## src/rtl/sspat_dec.sv

```systemverilog
// Seven-segment pattern decoder: debounces a segment bus and recovers the hex digit.
// Optional saturating illegal-commit counter enabled with SSPAT_DEC_ERRCNT_EN.
module sspat_dec #(
   parameter int STABLE_CYCLES = 4
) (
   input  logic       clk,
   input  logic       rst,
   input  logic       enable,
   input  logic [6:0] seg_in,
   output logic [3:0] digit,
   output logic       valid,
   output logic       blank,
   output logic       err
`ifdef SSPAT_DEC_ERRCNT_EN
   ,
   output logic [7:0] err_count
`endif
);

   localparam logic [1:0] IDLE   = 2'd0;
   localparam logic [1:0] TRACK  = 2'd1;
   localparam logic [1:0] LOCKED = 2'd2;
   localparam logic [7:0] STABLE = 8'(STABLE_CYCLES);

   logic [1:0] state;
   logic [6:0] s_q;
   logic [7:0] cnt;
   logic       dec_legal;
   logic [3:0] dec_code;
   logic       is_change;
   logic       commit;

   always_comb begin
      dec_legal = 1'b1;
      dec_code  = 4'h0;
      case (s_q)
         7'h3F: dec_code = 4'h0;
         7'h06: dec_code = 4'h1;
         7'h5B: dec_code = 4'h2;
         7'h4F: dec_code = 4'h3;
         7'h66: dec_code = 4'h4;
         7'h6D: dec_code = 4'h5;
         7'h7D: dec_code = 4'h6;
         7'h07: dec_code = 4'h7;
         7'h7F: dec_code = 4'h8;
         7'h67: dec_code = 4'h9;
         7'h77: dec_code = 4'hA;
         7'h7C: dec_code = 4'hB;
         7'h39: dec_code = 4'hC;
         7'h5E: dec_code = 4'hD;
         7'h79: dec_code = 4'hE;
         7'h71: dec_code = 4'hF;
         default: dec_legal = 1'b0;
      endcase
   end

   // The first sample after IDLE is always a change, even if it equals the cleared s_q.
   assign is_change = (state == IDLE) || (seg_in != s_q);
   assign commit    = enable && (state == TRACK) && (seg_in == s_q) &&
                      ((cnt + 8'd1) == STABLE);

   always_ff @(posedge clk or posedge rst) begin
      if (rst) begin
         state <= IDLE;
         s_q   <= 7'h00;
         cnt   <= 8'h00;
         digit <= 4'h0;
         valid <= 1'b0;
         blank <= 1'b0;
         err   <= 1'b0;
      end else begin
         valid <= 1'b0;
         if (!enable) begin
            state <= IDLE;
            s_q   <= 7'h00;
            cnt   <= 8'h00;
         end else if (is_change) begin
            state <= TRACK;
            s_q   <= seg_in;
            cnt   <= 8'd1;
         end else if (state == TRACK) begin
            cnt <= cnt + 8'd1;
            if (commit) begin
               state <= LOCKED;
               if (s_q == 7'h00) begin
                  blank <= 1'b1;
                  err   <= 1'b0;
                  valid <= 1'b1;
               end else if (dec_legal) begin
                  digit <= dec_code;
                  blank <= 1'b0;
                  err   <= 1'b0;
                  valid <= 1'b1;
               end else begin
                  blank <= 1'b0;
                  err   <= 1'b1;
               end
            end
         end
      end
   end

`ifdef SSPAT_DEC_ERRCNT_EN
   // Only rst clears this count; dropping enable leaves it intact.
   always_ff @(posedge clk or posedge rst) begin
      if (rst)
         err_count <= 8'h00;
      else if (commit && (s_q != 7'h00) && !dec_legal && (err_count != 8'hFF))
         err_count <= err_count + 8'd1;
   end
`endif

endmodule

```

## config.mk

```make
export PLATFORM = sky130hd
export DESIGN_NAME = sspat_dec
export DESIGN_NICKNAME = d
export VERILOG_FILES = /design/src/rtl/sspat_dec.sv
export SDC_FILE = /design/constraint.sdc
export NUM_CORES = 1
export LEC_CHECK = 0
export CAP_MARGIN = 20
export CORE_MARGIN = 10
export CORE_UTILIZATION = 50
export DETAILED_ROUTE_END_ITERATION = 7
export PLACE_DENSITY = 0.75
export SYNTH_ARGS = -nofsm -noshare
export SYNTH_HDL_FRONTEND = slang
export SYNTH_SLANG_ARGS = --single-unit
```

## constraint.sdc

```tcl
create_clock -name clk -period 1.9 [get_ports clk]
set_input_delay 0.38 -clock clk [delete_from_list [all_inputs] [get_ports clk]]
set_output_delay 0.38 -clock clk [all_outputs]
set_load 0.05 [all_outputs]
```

==> impl_metrics.py, run 1 <==
metrics = {
    "sta": {
        "min_period_over_period_pct": 102,
        "fin_tns_setup_ns": -0.0698,
        "hold_violations": 0,
        "slew_headroom_pct": 65.9,
        "period_needed_ns": 1.93,
        "fin_ws_ns": -0.0345,
        "slew_viol_final": 0,
        "rsz0062_at_grt": "true",
        "fmax_mhz": 517,
        "tightest_slew_ns": 0.511,
        "setup_violations": 3,
        "fin_worst_skew_ns": 0.00216,
        "holdWs_ns": 0.385,
    },
    "grt": {
        "grt_max_degree": 25,
        "track_usage_pct": 12.9,
        "gr-total-overflow": 0,
        "top_usage_layer": "met2",
        "use_met3_pct": 2.34,
        "grt_first_pass_wirelength_um": 5890,
        "grt_pass1_vias": 1264,
        "grt_use_met2_pct": 19.9,
        "antenna_found_initial": 0,
        "met1_usage_pct": 17.8,
    },
    "critical_path": {
        "cp-start-kind": "register",
        "path_delay_family": "simple AND/OR/NAND/NOR gates",
        "path_buf_inv": 1,
        "cp_slowest_stage_delay_ns": 0.46,
        "cp_max_fo": 5,
        "cp_data_arrival_time_ns": 2.17,
        "path_cells": "buf_6, xor2_2, nor4_4, nand4_1, a31oi_4, mux2_4",
        "critPathCaptureType": "register",
        "cp_data_required_time_ns": 2.14,
        "cp_slowest_cell": "dfrtp_1",
        "crit_type": "reg -> reg",
    },
    "pwr": {
        "total_power_mw": 1.08,
        "peakVddDrop_v": 0.000307,
        "powerDensity_nw_per_um2": 550,
        "p_leak_nw": 0.879,
    },
    "logic_synthesis": {
        "syn_inst": 165,
        "synth_area_sq_um": 1550,
        "ys.flop_type": "dfrtp_1",
        "ys_ff_latch": 24,
        "ys_types": 54,
        "synthArstFlopShare_pct": 100,
        "syn_nets": 176,
        "ys_seq_area_share_pct": 38.9,
        "synth_enable_flop_cells": 0,
        "syn_area_per_cell_sq_um": 9.37,
        "ys_warn_count": 0,
    },
    "die": {
        "dieArea_sq_um": 5710,
        "rows": 20,
        "initial_core_util_pct": 51.5,
        "core_area_sq_um": 3000,
        "die_w_um": 75.6,
        "die_y_um": 75.6,
        "ios": 17,
    },
    "clock_network": {
        "ctsHtreeMaxLevel": 1,
        "cts-buffers-inserted": 3,
        "cts_root_buf": "clkbuf_4",
        "cts.sinks": 24,
        "hold_buffers": 0,
        "cts_buffer_depth": 2,
        "clock_latency_ns": 0.33,
        "cts_tree": "done",
        "clk_pin_slew_ns": 0.14,
    },
    "outcome": {
        "outcome": "finished with violations",
        "violations": "setup timing",
    },
    "routing": {
        "drc_errors": 0,
        "drt_wl_total_um": 3480,
        "num_vias": 1352,
        "ant_nets": 0,
        "drt_pre_antenna_iters": 4,
        "post_drt_via_cell_ratio": 5.85,
        "wire_per_inst_um": 15.1,
        "drt_iter0_drc": 93,
    },
    "run": {
        "drv_cap": 0,
    },
    "placed_design": {
        "pre_cts_slack_ns": -0.408,
        "place_congestion": 0.837,
        "post-dp-hpwl_um": 2590,
        "port_buffers": 16,
    },
    "hold_path": {
        "hold_class": "in -> async",
    },
    "layout": {
        "finalNetCount": 210,
        "antenna_cells": 0,
        "final_util_pct": 65.5,
        "drive_above_1_share_pct": 24.7,
        "layout_commonest_cell": "buf_4",
        "syn_to_final_growth_pct": 27.3,
        "final_cell_mix": "buf_4 (25), dfrtp_1 (24), nor2_1 (12), nand2_1 (12), clkdlybuf4s50_1 (8)",
    },
}
## routing by layer
layer | up-vias | share of wire, %
li1 | 671 | -
met1 | 630 | 46
met2 | 44 | 46
met3 | 7 | 6.1
met4 | 0 | 1.8
met5 | - | 0
## power by group
part	total [mW]	internal [mW]	leakage, nW	switching [mW]
clock	0.387	0.214	0.0279	0.174
sequential	0.533	0.521	0.313	0.0123
combinational	0.162	0.0801	0.538	0.0820
total	1.08	0.814	0.879	0.268
## worst reg2reg max path: cells and delay by family (launching register included)
kind,cells,cell delay [ns]
and+or+nand+nor,2,0.51
DFF,1,0.46
muxes,1,0.31
AOI/OAI and AO/OA,1,0.23
xor gates and xnor gates,1,0.18
buffers and inverters,1,0.15
## cells by family (layout without fill, tap and decap cells)
group                      Yosys count  count (layout)  share of synthesized area [%]
AOI/OAI and AO/OA                   40              40                           19.8
xor gates and xnor gates             9               9                           5.10
adders and majority gates            1               1                          0.810
buffers and inverters               17              50                           5.51
DFF                                 24              24                           38.9
muxes                                6               6                           4.53
and+or+nand+nor                     68              68                           25.4
## registers in the layout (all words and copies together), names as in the netlist
name / flops
err: 1
blank: 1
state: 2
s_q: 7
valid: 1
digit: 4
cnt: 8
## repair_timing
action	4_1_cts	5_1_grt
gates resized for setup	3	12
pin swaps	7	5
gates cloned	0	0
setup buffers	2	2
setup endpoints to repair	5	11
## final cells by class
class / count / area (sq um)
multi-input cells: 124 / 905
inverters: 6 / 22.5
clock inverters: 1 / 30.0
repair buffers: 40 / 345
well taps: 33 / 41.3
flip-flops and latches: 24 / 601
fillers: 268 / 1040
clock buffers: 3 / 22.5
## stage by stage
stage,std cells,cell area (sq um)
3_5_place_dp,223,1830
3_3_place_gp,223,1830
4_1_cts,229,1900
5_1_grt,231,1970
2_1_floorplan,165,1550
6_report,231,1970
## path summary, 6_finish.rpt
check	from	slack (ns)	endpoint	cells after the start
setup / recovery	s_q[3]	-0.03	digit[1]	6
hold / removal	rst	0.38	cnt[6]	3
setup reg to reg	s_q[3]	-0.03	digit[1]	6
hold reg to reg	err	0.52	err	2
max in group asynchronous	rst	1.29	s_q[2]	3
min in group clk	seg_in[2]	0.42	s_q[2]	2
## Yosys cell counts, types with 4 or more instances
cell | count | area share (%)
nand3_1 | 6 | 1.9
dfrtp_1 | 24 | 39
nand4_1 | 4 | 1.6
xor2_1 | 5 | 2.8
a22oi_1 | 6 | 2.9
nand2_1 | 12 | 2.9
mux2_2 | 4 | 2.9
nor3_1 | 5 | 1.6
o21ai_0 | 5 | 1.6
and2_1 | 7 | 2.8
buf_2 | 7 | 2.3
and4b_1 | 4 | 2.6
a21oi_1 | 5 | 1.6
xnor2_1 | 4 | 2.3
inv_1 | 6 | 1.5
nor2_1 | 12 | 2.9
Power figures use the tool's default switching activity.
==> run 2, diff against run 1 <==
--- a/config.mk
+++ b/config.mk
@@ -6,6 +6,7 @@
 export NUM_CORES = 1
 export LEC_CHECK = 0
 export CAP_MARGIN = 20
+export CORE_ASPECT_RATIO = 1.2
 export CORE_MARGIN = 10
 export CORE_UTILIZATION = 50
 export DETAILED_ROUTE_END_ITERATION = 7
==> constraint.sdc (replaced) <==
create_clock -name clk -period 1.9 [get_ports clk]
set_input_delay 0.57 -clock clk [delete_from_list [all_inputs] [get_ports clk]]
set_output_delay 0.57 -clock clk [all_outputs]
set_load 0.05 [all_outputs]
==> impl_metrics.py, run 2 (same netlist as run 1, synthesis figures left out) <==
metrics = {
    "critical_path": {
        "startpoint": "s_q[3]",
        "critPathCaptureType": "register",
        "crit_type": "reg -> reg",
        "worstReg2RegStart": "s_q[3]",
        "cp_data_required_time_ns": 2.12,
        "rrSetupSlack_ns": -0.02,
        "cp-start-kind": "register",
        "r2r-end": "digit[1]",
        "cp_max_fo": 6,
        "cp_data_arrival_time_ns": 2.15,
        "rr_worst_depth": 5,
    },
    "grt": {
        "grt_max_degree": 25,
        "grt_pass1_vias": 1407,
        "antenna_found_initial": 0,
        "grt_first_pass_wirelength_um": 6270,
        "gr-total-overflow": 0,
        "track_usage_pct": 12.9,
    },
    "clock_network": {
        "cts_buffer_depth": 2,
        "ctsHtreeMaxLevel": 1,
        "cts-buffers-inserted": 3,
        "cts.sinks": 24,
        "clk_pin_slew_ns": 0.13,
        "hold_buffers": 0,
        "cts_tree": "done",
        "cts_root_buf": "clkbuf_4",
        "clock_latency_ns": 0.32,
    },
    "sta": {
        "fin_worst_skew_ns": 0.00259,
        "hold_violations": 0,
        "tightest_slew_ns": 0.361,
        "period_needed_ns": 1.92,
        "slew_viol_final": 0,
        "fin_tns_setup_ns": -0.0236,
        "fmax_mhz": 520,
        "min_period_over_period_pct": 101,
        "rsz0062_at_grt": "true",
        "fin_ws_ns": -0.0236,
        "setup_violations": 1,
        "slew_headroom_pct": 75.9,
    },
    "die": {
        "core_area_sq_um": 3030,
        "die_y_um": 80.9,
        "die_w_um": 70.8,
        "initial_core_util_pct": 51.0,
        "ios": 17,
        "rows": 22,
        "dieArea_sq_um": 5720,
    },
    "outcome": {
        "violations": "setup timing",
        "outcome": "finished with violations",
    },
    "layout": {
        "layout_commonest_cell": "buf_4",
        "syn_to_final_growth_pct": 29.0,
        "fin_area_sq_um": 1990,
        "antenna_cells": 0,
        "reg_top3": "cnt (8), s_q (7), digit (4)",
        "final_cell_mix": "buf_4 (28), dfrtp_1 (20), nor2_1 (12), nand2_1 (12), and2_1 (7)",
        "finalNetCount": 212,
        "drive_above_1_share_pct": 31.5,
        "final_cells": 236,
        "largest_reg_flops": 8,
        "regMostFlops": "cnt",
    },
    "pwr": {
        "total_power_mw": 0.975,
        "netSwitchingFraction_pct": 26.5,
        "p_sw_mw": 0.259,
        "intPower_mw": 0.717,
        "combinationalPowerShare_pct": 16.6,
        "clkPwrFrac_pct": 28.3,
        "powerDensity_nw_per_um2": 489,
        "p_leak_nw": 0.846,
        "pwr-share-seq_pct": 55.0,
        "peakVddDrop_v": 0.000465,
    },
    "routing": {
        "drt_pre_antenna_iters": 4,
        "post_drt_via_cell_ratio": 5.89,
        "wl_met3_um": 129,
        "m1WireLength_um": 1510,
        "drt_wl_total_um": 3780,
        "drt_iter0_drc": 118,
        "dr_wl_met2_um": 2080,
        "num_vias": 1389,
        "wire_per_inst_um": 16.0,
        "drc_errors": 0,
        "ant_nets": 0,
        "routed.top_layer": "met4",
    },
    "hold_path": {
        "hold_class": "reg -> reg",
        "min_from": "blank",
        "whs_endpoint": "blank",
        "hold_depth": 1,
    },
    "placed_design": {
        "pre_cts_slack_ns": -0.553,
        "placed_cell_area_sq_um": 1840,
        "place_congestion": 0.857,
        "post-dp-hpwl_um": 2760,
        "port_buffers": 16,
        "place_inst": 228,
    },
    "run": {
        "drv_cap": 0,
    },
}
==> run 2: cell types whose count changed in the layout (fill, tap and decap cells not counted), moves of 2 or more <==
cell             previous run  this run
buf_4                      25        28
dlymetal6s2s_1              3         0
clkdlybuf4s50_1             8         2
buf_6                       2         4
dlygate4sd2_1               2         5
dfrtp_2                     0         4
clkdlybuf4s15_1             0         2
dfrtp_1                    24        20
==> run 2: critical path, stage by stage (launching register included) <==
cell and delay (ns):
dfrtp_2 0.48, or4_4 0.54, a211oi_2 0.25, nor2_2 0.08, a31oi_4 0.18, mux2_4 0.31
==> run 2: final cells by class <==
class | count | area, sq um
fill | 265 | 1030
multi-input combinational | 124 | 940
sequential | 24 | 606
timing repair buffer | 42 | 344
tap | 36 | 45.0
clock buffer | 4 | 36.3
inverter | 6 | 22.5
==> run 2: routing by layer <==
layer / track usage [%] / vias to the layer above
met5: 0 / -
met4: 4.84 / 0
met3: 2.68 / 7
met2: 24.4 / 23
met1: 13.7 / 678
li1: - / 681
==> run 2: stage by stage <==
step                      util (%)  hold WS (ns)
after floorplan                  -         0.545
after global placement        60.6         0.472
after detailed placement      60.6         0.485
after CTS                     62.6         0.514
after global routing          65.8         0.566
final                         65.8         0.539
==> run 2: repair_timing <==
action / in CTS / in global routing
setup endpoints to repair: 8 / 9
resized for setup: 13 / 20
pin swaps: 6 / 10
cloned: 1 / 0
setup buffers: 2 / 1
==> run 2: power by group through the flow <==
stage | Sequential [mW] | Clock, mW | Combinational, mW
2_1_floorplan | 0.538 | 0 | 0.0915
3_3_place_gp | 0.544 | 0 | 0.143
3_5_place_dp | 0.545 | 0 | 0.149
4_1_cts | 0.535 | 0.282 | 0.147
5_1_grt | 0.540 | 0.305 | 0.175
6_report | 0.537 | 0.276 | 0.162
==> run 2: how the worst max path moves through the flow <==
stage / endpoint / slack, ns / cells past startpoint
after floorplan: digit[1] / -0.03 / 6
after global placement: digit[3] / -0.48 / 7
after detailed placement: digit[3] / -0.55 / 7
after CTS: digit[1] / -0.02 / 5
after global routing: digit[1] / -0.07 / 5
final: digit[1] / -0.02 / 5
